===== config.mk =====
export PLATFORM = sky130hd
export DESIGN_NAME = um_load_ctrl_flat
export DESIGN_NICKNAME = d
export VERILOG_FILES = /design/src/rtl/um_load_ctrl_if.sv /design/src/rtl/um_load_ctrl.sv /design/src/flat_wrapper.sv
export SDC_FILE = /design/constraint.sdc
export NUM_CORES = 1
export LEC_CHECK = 0
export ABC_AREA = 1
export CAP_MARGIN = 20
export CORE_UTILIZATION = 30
export DETAILED_ROUTE_END_ITERATION = 7
export PLACE_DENSITY = 0.64
export SLEW_MARGIN = 15
export SYNTH_ARGS = -nofsm -noshare
export SYNTH_HDL_FRONTEND = slang
export SYNTH_SLANG_ARGS = --single-unit
export TNS_END_PERCENT = 100

===== constraint.sdc =====
create_clock -name clk -period 1.9 [get_ports clk]
set_input_delay 0.19 -clock clk [delete_from_list [all_inputs] [get_ports clk]]
set_output_delay 0.19 -clock clk [all_outputs]
set_load 0.02 [all_outputs]

===== src/rtl/um_load_ctrl_if.sv =====
// -----------------------------------------------------------------------------
// um_load_ctrl_if
// Bundles the signals of the UM load controller: the element input stream,
// the UM write/address port, the sort-core handshake and the status outputs.
//
// Modports:
//   slave  - the controller itself (consumes the stream, drives UM and status)
//   master - the surrounding logic (drives the stream and the core requests)
//
// Signals:
//   s_valid/s_data/s_last -> s_ready   element input stream
//   um_we/um_addr/um_wdata             UM write enable, address, write data
//   start                              one-cycle pulse to the sort core
//   count                              elements loaded in the current set
//   core_rd_req/core_rd_addr -> core_rd_gnt   core read handshake
//   core_done                          core finished with the UM
//   rd_oob                             pulse: a read beyond count was refused
//   busy                               controller not idle
// -----------------------------------------------------------------------------
interface um_load_ctrl_if #(
  parameter int DATA_WIDTH       = 8,
  parameter int LOG2_ELEMENT_NUM = 4
);
  logic                          s_valid;
  logic [DATA_WIDTH-1:0]         s_data;
  logic                          s_last;
  logic                          s_ready;

  logic                          um_we;
  logic [LOG2_ELEMENT_NUM-1:0]   um_addr;
  logic [DATA_WIDTH-1:0]         um_wdata;

  logic                          start;
  logic [LOG2_ELEMENT_NUM:0]     count;

  logic                          core_rd_req;
  logic [LOG2_ELEMENT_NUM-1:0]   core_rd_addr;
  logic                          core_rd_gnt;
  logic                          core_done;
  logic                          rd_oob;
  logic                          busy;

  modport slave (
    input  s_valid, s_data, s_last, core_rd_req, core_rd_addr, core_done,
    output s_ready, um_we, um_addr, um_wdata, start, count, core_rd_gnt,
           rd_oob, busy
  );

  modport master (
    output s_valid, s_data, s_last, core_rd_req, core_rd_addr, core_done,
    input  s_ready, um_we, um_addr, um_wdata, start, count, core_rd_gnt,
           rd_oob, busy
  );
endinterface


===== src/rtl/um_load_ctrl.sv =====
// -----------------------------------------------------------------------------
// um_load_ctrl
// Loads an element stream into consecutive addresses of the unsorted-element
// memory (UM), starts the sort core, then hands the UM address port to the
// core for bounds-checked reads until the core reports completion.
//
// Optional feature: define UM_LOAD_CTRL_AUTOCLEAR_EN to zero-fill the whole UM
// (ELEMENT_NUM writes through a CLEAR state) before returning to idle.
//
// Ports:
//   clk  - clock, rising edge
//   rst  - synchronous, active-high reset
//   bus  - um_load_ctrl_if.slave: input stream, UM write/address port,
//          sort-core read handshake, start/count/rd_oob/busy status
// -----------------------------------------------------------------------------
module um_load_ctrl #(
  parameter int DATA_WIDTH       = 8,
  parameter int ELEMENT_NUM      = 16,
  parameter int LOG2_ELEMENT_NUM = 4
) (
  input logic           clk,
  input logic           rst,
  um_load_ctrl_if.slave bus
);

  localparam int AW = LOG2_ELEMENT_NUM;
  localparam int CW = LOG2_ELEMENT_NUM + 1;
  localparam logic [AW-1:0] LAST_ADDR = AW'(ELEMENT_NUM - 1);

  typedef enum logic [1:0] {
    ST_IDLE  = 2'd0,
    ST_LOAD  = 2'd1,
    ST_SORT  = 2'd2
`ifdef UM_LOAD_CTRL_AUTOCLEAR_EN
    , ST_CLEAR = 2'd3
`endif
  } state_t;

  state_t          state_q;
  logic [AW-1:0]   wr_ptr_q;
  logic [CW-1:0]   count_q;
  logic            start_q;
  logic            rd_oob_q;
`ifdef UM_LOAD_CTRL_AUTOCLEAR_EN
  logic [AW-1:0]   clr_ptr_q;
`endif

  logic            load_phase;
  logic            accept;
  logic            close_set;
  logic            sorting;
  logic            rd_in_range;

  logic                  um_we_c;
  logic [AW-1:0]         um_addr_c;
  logic [DATA_WIDTH-1:0] um_wdata_c;

  // IDLE and LOAD both accept beats; wr_ptr_q is held at 0 while idle, so
  // the first beat of a set always lands at address 0.
  assign load_phase  = (state_q == ST_IDLE) || (state_q == ST_LOAD);
  assign accept      = bus.s_valid & load_phase;
  // A full UM closes the set even without s_last, so wr_ptr never wraps.
  assign close_set   = accept & (bus.s_last | (wr_ptr_q == LAST_ADDR));
  assign sorting     = (state_q == ST_SORT);
  // Zero-extend the address so an address equal to ELEMENT_NUM-1 compares
  // correctly against a count of ELEMENT_NUM.
  assign rd_in_range = ({1'b0, bus.core_rd_addr} < count_q);

  // UM port mux: stream write path while loading, core address while
  // sorting, zero-fill sweep while clearing.
  always_comb begin
    um_we_c    = 1'b0;
    um_addr_c  = wr_ptr_q;
    um_wdata_c = bus.s_data;
    case (state_q)
      ST_IDLE, ST_LOAD: begin
        um_we_c = accept;
      end
      ST_SORT: begin
        um_addr_c = bus.core_rd_addr;
      end
`ifdef UM_LOAD_CTRL_AUTOCLEAR_EN
      ST_CLEAR: begin
        um_we_c    = 1'b1;
        um_addr_c  = clr_ptr_q;
        um_wdata_c = '0;
      end
`endif
      default: begin
        um_we_c = 1'b0;
      end
    endcase
  end

  always_ff @(posedge clk) begin
    if (rst) begin
      state_q   <= ST_IDLE;
      wr_ptr_q  <= '0;
      count_q   <= '0;
      start_q   <= 1'b0;
      rd_oob_q  <= 1'b0;
`ifdef UM_LOAD_CTRL_AUTOCLEAR_EN
      clr_ptr_q <= '0;
`endif
    end else begin
      start_q  <= 1'b0;
      // Only refused requests made while sorting report out-of-bounds.
      rd_oob_q <= sorting & bus.core_rd_req & ~rd_in_range;

      case (state_q)
        ST_IDLE, ST_LOAD: begin
          if (accept) begin
            // count is 0 in IDLE, so the first beat yields count = 1.
            count_q <= count_q + CW'(1);
            if (close_set) begin
              state_q  <= ST_SORT;
              start_q  <= 1'b1;
              wr_ptr_q <= '0;
            end else begin
              state_q  <= ST_LOAD;
              wr_ptr_q <= wr_ptr_q + AW'(1);
            end
          end
        end

        ST_SORT: begin
          if (bus.core_done) begin
`ifdef UM_LOAD_CTRL_AUTOCLEAR_EN
            state_q   <= ST_CLEAR;
            clr_ptr_q <= '0;
`else
            state_q   <= ST_IDLE;
            count_q   <= '0;
`endif
          end
        end

`ifdef UM_LOAD_CTRL_AUTOCLEAR_EN
        ST_CLEAR: begin
          if (clr_ptr_q == LAST_ADDR) begin
            state_q   <= ST_IDLE;
            count_q   <= '0;
            clr_ptr_q <= '0;
          end else begin
            clr_ptr_q <= clr_ptr_q + AW'(1);
          end
        end
`endif

        default: begin
          state_q <= ST_IDLE;
        end
      endcase
    end
  end

  assign bus.s_ready     = load_phase;
  assign bus.um_we       = um_we_c;
  assign bus.um_addr     = um_addr_c;
  assign bus.um_wdata    = um_wdata_c;
  assign bus.start       = start_q;
  assign bus.count       = count_q;
  assign bus.core_rd_gnt = sorting & bus.core_rd_req & rd_in_range;
  assign bus.rd_oob      = rd_oob_q;
  assign bus.busy        = (state_q != ST_IDLE);

endmodule

===== src/flat_wrapper.sv =====
// flat-port wrapper written by rule: the top's interface ports become plain ports
module um_load_ctrl_flat 
#(
  parameter int DATA_WIDTH       = 8,
  parameter int ELEMENT_NUM      = 16,
  parameter int LOG2_ELEMENT_NUM = 4
)
  (clk, rst, bus_s_valid, bus_s_data, bus_s_last, bus_core_rd_req, bus_core_rd_addr, bus_core_done, bus_s_ready, bus_um_we, bus_um_addr, bus_um_wdata, bus_start, bus_count, bus_core_rd_gnt, bus_rd_oob, bus_busy);
  um_load_ctrl_if #(.DATA_WIDTH(DATA_WIDTH), .LOG2_ELEMENT_NUM(LOG2_ELEMENT_NUM)) bus_i ();
  input logic clk;
  input logic rst;
  input wire logic [$bits(bus_i.s_valid)-1:0] bus_s_valid;
  input wire logic [$bits(bus_i.s_data)-1:0] bus_s_data;
  input wire logic [$bits(bus_i.s_last)-1:0] bus_s_last;
  input wire logic [$bits(bus_i.core_rd_req)-1:0] bus_core_rd_req;
  input wire logic [$bits(bus_i.core_rd_addr)-1:0] bus_core_rd_addr;
  input wire logic [$bits(bus_i.core_done)-1:0] bus_core_done;
  output wire logic [$bits(bus_i.s_ready)-1:0] bus_s_ready;
  output wire logic [$bits(bus_i.um_we)-1:0] bus_um_we;
  output wire logic [$bits(bus_i.um_addr)-1:0] bus_um_addr;
  output wire logic [$bits(bus_i.um_wdata)-1:0] bus_um_wdata;
  output wire logic [$bits(bus_i.start)-1:0] bus_start;
  output wire logic [$bits(bus_i.count)-1:0] bus_count;
  output wire logic [$bits(bus_i.core_rd_gnt)-1:0] bus_core_rd_gnt;
  output wire logic [$bits(bus_i.rd_oob)-1:0] bus_rd_oob;
  output wire logic [$bits(bus_i.busy)-1:0] bus_busy;
  assign bus_i.s_valid = bus_s_valid;
  assign bus_i.s_data = bus_s_data;
  assign bus_i.s_last = bus_s_last;
  assign bus_i.core_rd_req = bus_core_rd_req;
  assign bus_i.core_rd_addr = bus_core_rd_addr;
  assign bus_i.core_done = bus_core_done;
  assign bus_s_ready = bus_i.s_ready;
  assign bus_um_we = bus_i.um_we;
  assign bus_um_addr = bus_i.um_addr;
  assign bus_um_wdata = bus_i.um_wdata;
  assign bus_start = bus_i.start;
  assign bus_count = bus_i.count;
  assign bus_core_rd_gnt = bus_i.core_rd_gnt;
  assign bus_rd_oob = bus_i.rd_oob;
  assign bus_busy = bus_i.busy;
  um_load_ctrl #(.DATA_WIDTH(DATA_WIDTH), .ELEMENT_NUM(ELEMENT_NUM), .LOG2_ELEMENT_NUM(LOG2_ELEMENT_NUM)) u_core (.clk(clk), .rst(rst), .bus(bus_i));
endmodule

==> results of run 1 <==
==> path summary, 6_finish.rpt <==
kind,from,cells after the start,slack (ns),to
min,bus_s_data[1],0,0.38,bus_um_wdata[1]
max,bus_s_valid,4,0.16,bus_um_we
max reg2reg,u_core.bus.count[2]$_SDFFE_PP0P_,6,0.73,u_core.bus.rd_oob$_SDFF_PP0_
min reg2reg,u_core.wr_ptr_q[1]$_SDFFE_PP0P_,2,0.52,u_core.wr_ptr_q[1]$_SDFFE_PP0P_
==> kinds of logic after synthesis <==
logic type | after synthesis
AND/OR/NAND/NOR | 63
XOR/XNOR | 2
AO/OA/AOI/OAI | 12
flip-flops | 13
adder cells (fa/ha/maj) | 5
buffers and inverters | 24
==> registers in the layout, indices dropped and copies added (netlist names) <==
register           count
u_core.state_q         2
u_core.bus.rd_oob      1
u_core.bus.start       1
u_core.bus.count       5
u_core.wr_ptr_q        4
==> timing repair <==
item	CTS	global route
cloned	0	0
gates resized for setup	3	7
setup endpoints to repair	5	5
==> power groups by stage <==
stage	logic, mW	clock network [mW]	registers (mW)
2_1_floorplan	0.103	0	0.308
6_report	0.162	0.182	0.296
3_3_place_gp	0.163	0	0.301
5_1_grt	0.182	0.200	0.298
3_5_place_dp	0.164	0	0.301
4_1_cts	0.166	0.184	0.295
==> synthesized netlist by cell type <==
cell type,count,share of area
buf_4,8,0.073
nor2_4,1,0.014
ha_1,5,0.076
nor2_1,14,0.064
nor2_8,1,0.024
dfxtp_1,13,0.32
inv_2,1,0.0046
inv_1,14,0.064
o211ai_1,1,0.0091
nand3_2,1,0.012
nand2_2,1,0.0076
o21ai_0,3,0.018
nor3_1,2,0.012
xor2_1,2,0.021
nand2_4,2,0.027
nand3_1,7,0.043
a21oi_1,8,0.049
inv_4,1,0.0076
nand2_1,34,0.16
==> layer usage <==
layer  GRT usage  up-vias  share of wire
met3      0.0444        5          0.063
met4      0.0940        0          0.020
met1       0.164      363           0.43
met2       0.254       19           0.49
met5           0        -              0
li1            -      416              -
==> critical path, delay by kind of cell <==
kind | cells | cell delay, ns
buffers and inverters | 3 | 1.27
and+or+nand+nor | 1 | 0.08
==> layout make-up <==
cell class	count	area, um^2	area share
well taps	30	37.5	0.0336
flip-flops and latches	13	263	0.235
multi-input cells	82	438	0.392
repair buffers	30	290	0.260
inverters	16	62.6	0.0560
clock buffers	4	26.3	0.0235
==> results_dict.tcl, run 1 <==
set metrics [dict create \
    muxShareOfSynthArea 0 \
    final_common_cell "nand2_1" \
    crit_slowest_cell "clkdlybuf4s50_1" \
    grt_pass1_vias 788 \
    power_density_nw_per_um2 573 \
    tightest_slew_ns 0.246 \
    total_power_mw 0.640 \
    row_count 18 \
    critPathCaptureType "primary output" \
    wl_um 1850 \
    nets 169 \
    cts_tree "built" \
    syn_avg_cell_area_um2 6.90 \
    synthCells 119 \
    grt_max_degree 10 \
    worstSkewPairLatency_ns 0.28 \
    syn_area_um2 821 \
    place.gp.congestion 0.763 \
    slew_viol_final 0 \
    ctsHoldBuffers 0 \
    swShare 0.309 \
    setup_violations 0 \
    holdWs_ns 0.380 \
    peakVddDrop_mv 0.449 \
    arrival_ns 1.55 \
    hold_violations 0 \
    synth-compound-area-share 0.0762 \
    fin_setup_tns_ns 0 \
    slew_headroom 0.836 \
    final_design_area_no_fill_um2 1120 \
    die_h_um 54.3 \
    place_hpwl_um 1490 \
    worstPathMaxFanout 4 \
    mappedNetlistNets 142 \
    worstPathRequired_ns 1.71 \
    mostFrequentLayoutCells "nand2_1 (34), clkdlybuf4s50_1 (19), inv_1 (14), nor2_1 (14), dfxtp_1 (11)" \
    grt_pass1_wl_um 3170 \
    grt_overflow_total 0 \
    min_path_type "in -> out" \
    antenna_found_initial 0 \
    crit_chain "clkdlybuf4s50_1, inv_2, nor2_4, clkdlybuf4s50_1" \
    start_kind "input pin" \
    yosys.cell_types.count 19 \
    area_growth_pct 36.1 \
    portBuffers 24 \
    cap_violations 0 \
    grt.total_usage 0.151 \
    synth-simple-area-share 0.360 \
    fmax_ghz 0.575 \
    synth_xor_area_frac 0.0213 \
    first_pass_iters 4 \
    crit_type "in -> out" \
    cp_slowest_stage_delay_ns 0.60 \
    numCtsBuffers 3 \
    post-route-period-util 0.916 \
    dp_slack_ns -0.237 \
    pin_count 41 \
    seqPwrFrac 0.462 \
    die-area_um2 2950 \
    status "finished, final reports clean" \
    insertedDiodeCount 0 \
    p_int_mw 0.442 \
    yosysSeqAreaShare 0.317 \
    initial_core_util 0.325 \
    combPwrFrac 0.254 \
    ys_warn_count 0 \
    dieWidth_um 54.3 \
    clock-sinks 13 \
    clockPowerShare 0.284 \
    avgViaCountPerCell 4.59 \
    p_switching_mw 0.197 \
    clock_path_buffers 2 \
    post-cts-setup-buffers 0 \
    crit_top_cell "clkdlybuf4s50_1" \
    htreeDepth 1 \
    power.leakage_nw 0.555 \
    core_um2 2520 \
    placed_cell_area_um2 1080 \
    dp_cells 171 \
    synthAdderAreaFrac 0.0762 \
    nFillCells 273 \
    finalNonFillerCells 175 \
    post-route-worst-setup-slack_ns 0.160 \
    wl_per_cell_um 10.6 \
    first_iter_violations 11 \
    cts-root-buf "clkbuf_4" \
    ys_seq_elements 13 \
    finalCriticalPeriod_ns 1.74 \
    synth_top_family_by_area "simple AND/OR/NAND/NOR gates" \
    drive_gt1_frac 0.138 \
    finClkSkew_ns 0.00325 \
    drc 0 \
    rsz0062_at_grt "false" \
    vias 803 \
    drtAntennaViolNets 0 \
    fin_util 0.443 \
]
Power figures use the tool's default switching activity.
==> run 2, diff against run 1 <==
Settings changed: ABC_AREA 1 to default, CTS_CLUSTER_SIZE from default to 10.
==> results_dict.tcl, run 2 <==
set metrics [dict create \
    yosysMostFrequentCell "dfxtp_1" \
    slew_headroom 0.630 \
    yosys.cell_types.count 33 \
    worstPathMaxFanout 2 \
    dp_cells 143 \
    power.leakage_nw 0.446 \
    ctsHoldBuffers 0 \
    min_path_type "in -> out" \
    crit_type "in -> out" \
    post-route-period-util 0.973 \
    status "finished, final reports clean" \
    r2r-start "u_core.wr_ptr_q[0]$_SDFFE_PP0P_" \
    ys_seq_elements 13 \
    die_h_um 53.7 \
    antenna_found_initial 0 \
    syn_avg_cell_area_um2 8.91 \
    netlist.area_leader.share 0.324 \
    pin_count 41 \
    holdWs_ns 0.380 \
    grt.total_usage 0.151 \
    place_hpwl_um 1520 \
    finalCriticalPeriod_ns 1.85 \
    hold_start "bus_s_data[2]" \
    synth_edf_count 0 \
    finClkSkew_ns 0.00134 \
    place.gp.congestion 0.722 \
    grt_overflow_total 0 \
    insertedDiodeCount 0 \
    cts-root-buf "clkbuf_4" \
    hold_path_end "bus_um_wdata[2]" \
    clock_path_buffers 2 \
    peakVddDrop_mv 0.240 \
    die-area_um2 2880 \
    finalNonFillerCells 148 \
    worstPathRequired_ns 1.71 \
    nFillCells 265 \
    drc 0 \
    initial_core_util 0.321 \
    drive_gt1_frac 0.220 \
    area_growth_pct 41.2 \
    synthTopCellsByCount "dfxtp_1 (13), buf_4 (8), a21oi_1 (7), nand3_1 (7)" \
    largest_reg_flops 5 \
    setup_violations 0 \
    vias 734 \
    power_density_nw_per_um2 552 \
    wl_um 2080 \
    arrival_ns 1.66 \
    cts_tree "built" \
    numCtsBuffers 3 \
    wl_per_cell_um 14.0 \
    first_iter_violations 3 \
    drtAntennaViolNets 0 \
    critPathCaptureType "primary output" \
    synthCells 90 \
    grt_max_degree 13 \
    tightest_slew_ns 0.553 \
    worstSkewPairLatency_ns 0.28 \
    ys.flop_type "dfxtp_1" \
    dp_slack_ns -0.534 \
    synthTopCellsByArea "dfxtp_1 (32%), ha_1 (7.8%), buf_4 (7.5%)" \
    async_flop_share 0 \
    first_pass_iters 4 \
    mappedNetlistNets 113 \
    final_common_cell "clkdlybuf4s50_1" \
    ff2ff_path_depth 4 \
    nets 142 \
    grt_pass1_vias 694 \
    mostFrequentLayoutCells "clkdlybuf4s50_1 (19), buf_4 (12), dfxtp_1 (12)" \
    cap_violations 0 \
    row_count 18 \
    slew_viol_final 0 \
    syn_area_um2 802 \
    htreeDepth 1 \
    avgViaCountPerCell 4.96 \
    r2r_setup_slack_ns 0.45 \
    synth_area_leader_cell "dfxtp_1" \
    worst_r2r_endpoint "u_core.state_q[0]$_SDFFE_PP0P_" \
    start_kind "input pin" \
    hold_violations 0 \
    hold_depth 0 \
    yosysSeqAreaShare 0.324 \
    clock-sinks 13 \
    ys_warn_count 0 \
    grt_pass1_wl_um 3040 \
    post-route-worst-setup-slack_ns 0.0521 \
    portBuffers 24 \
    core_um2 2500 \
    dieWidth_um 53.7 \
    fmax_ghz 0.541 \
]
run 2: routing by layer:
layer,vias up,wire length (um),track usage
li1,376,-,-
met1,331,914,0.167
met2,19,1020,0.267
met3,8,96,0.0169
met4,0,48,0.105
met5,-,0,0
run 2: kinds of logic (layout without fill, tap and decap cells):
kind of cell,after synthesis,count (layout),share of synthesized area
AND/OR/NAND/NOR,33,33,0.256
multiplexers,6,6,0.0811
buffers and inverters,16,44,0.125
adder cells (fa/ha/maj),5,5,0.0780
flip-flops,13,13,0.324
AO/OA/AOI/OAI,17,17,0.136
run 2: cell type report:
type	instances	area (um^2)	area share
Clock buffer	4	26.3	0.0232
Inverter	5	18.8	0.0166
Multi-Input combinational cell	61	473	0.418
Sequential cell	13	262	0.231
Tap cell	30	37.5	0.0331
Timing Repair Buffer	35	315	0.278
run 2: per-stage QoR:
| step | instance area, um^2 | power, mW | utilization | TNS [ns] |
|---|---|---|---|---|
| after global placement | 1070 | 0.440 | 0.429 | -0.471 |
| after global routing | 1130 | 0.655 | 0.453 | -0.00754 |
| after detailed placement | 1070 | 0.443 | 0.429 | -0.534 |
| final | 1130 | 0.625 | 0.453 | 0 |
| after floorplan | 802 | 0.394 | - | 0 |
| after CTS | 1110 | 0.627 | 0.443 | 0 |
run 2: power by group:
group          internal, mW  switching (mW)  total, mW
Sequential            0.281         0.00639      0.288
Combinational        0.0827          0.0769      0.160
Clock                0.0815          0.0958      0.177
Total                 0.446           0.179      0.625
run 2: critical path, stage by stage:
cell and delay, ns:
clkdlybuf4s50_1 0.52, ha_4 0.22, a2111oi_4 0.38, o311a_1 0.20
buf_4 0.14
run 2: worst max-delay path by stage:
| stage | to | slack (ns) | cells past startpoint | startpoint |
|---|---|---|---|---|
| 3_3_place_gp | bus_core_rd_gnt | -0.47 | 5 | bus_core_rd_addr[1] |
| 4_1_cts | bus_core_rd_gnt | 0.04 | 5 | u_core.bus.count[1]$_SDFFE_PP0P_ |
| 6_report | bus_core_rd_gnt | 0.05 | 5 | bus_core_rd_addr[1] |
| 3_5_place_dp | bus_core_rd_gnt | -0.53 | 5 | bus_core_rd_addr[1] |
| 2_1_floorplan | bus_core_rd_gnt | 0.1 | 4 | u_core.bus.count[1]$_SDFFE_PP0P_ |
| 5_1_grt | bus_core_rd_gnt | -0.008 | 6 | u_core.bus.count[2]$_SDFFE_PP0P_ |
run 2: repair_timing:
item | in CTS | in global routing
gates cloned | 0 | 0
pin swaps | 0 | 2
setup buffers | 0 | 1
resized for setup | 11 | 3
setup endpoints to repair | 5 | 1
hold endpoints to repair | 0 | 0
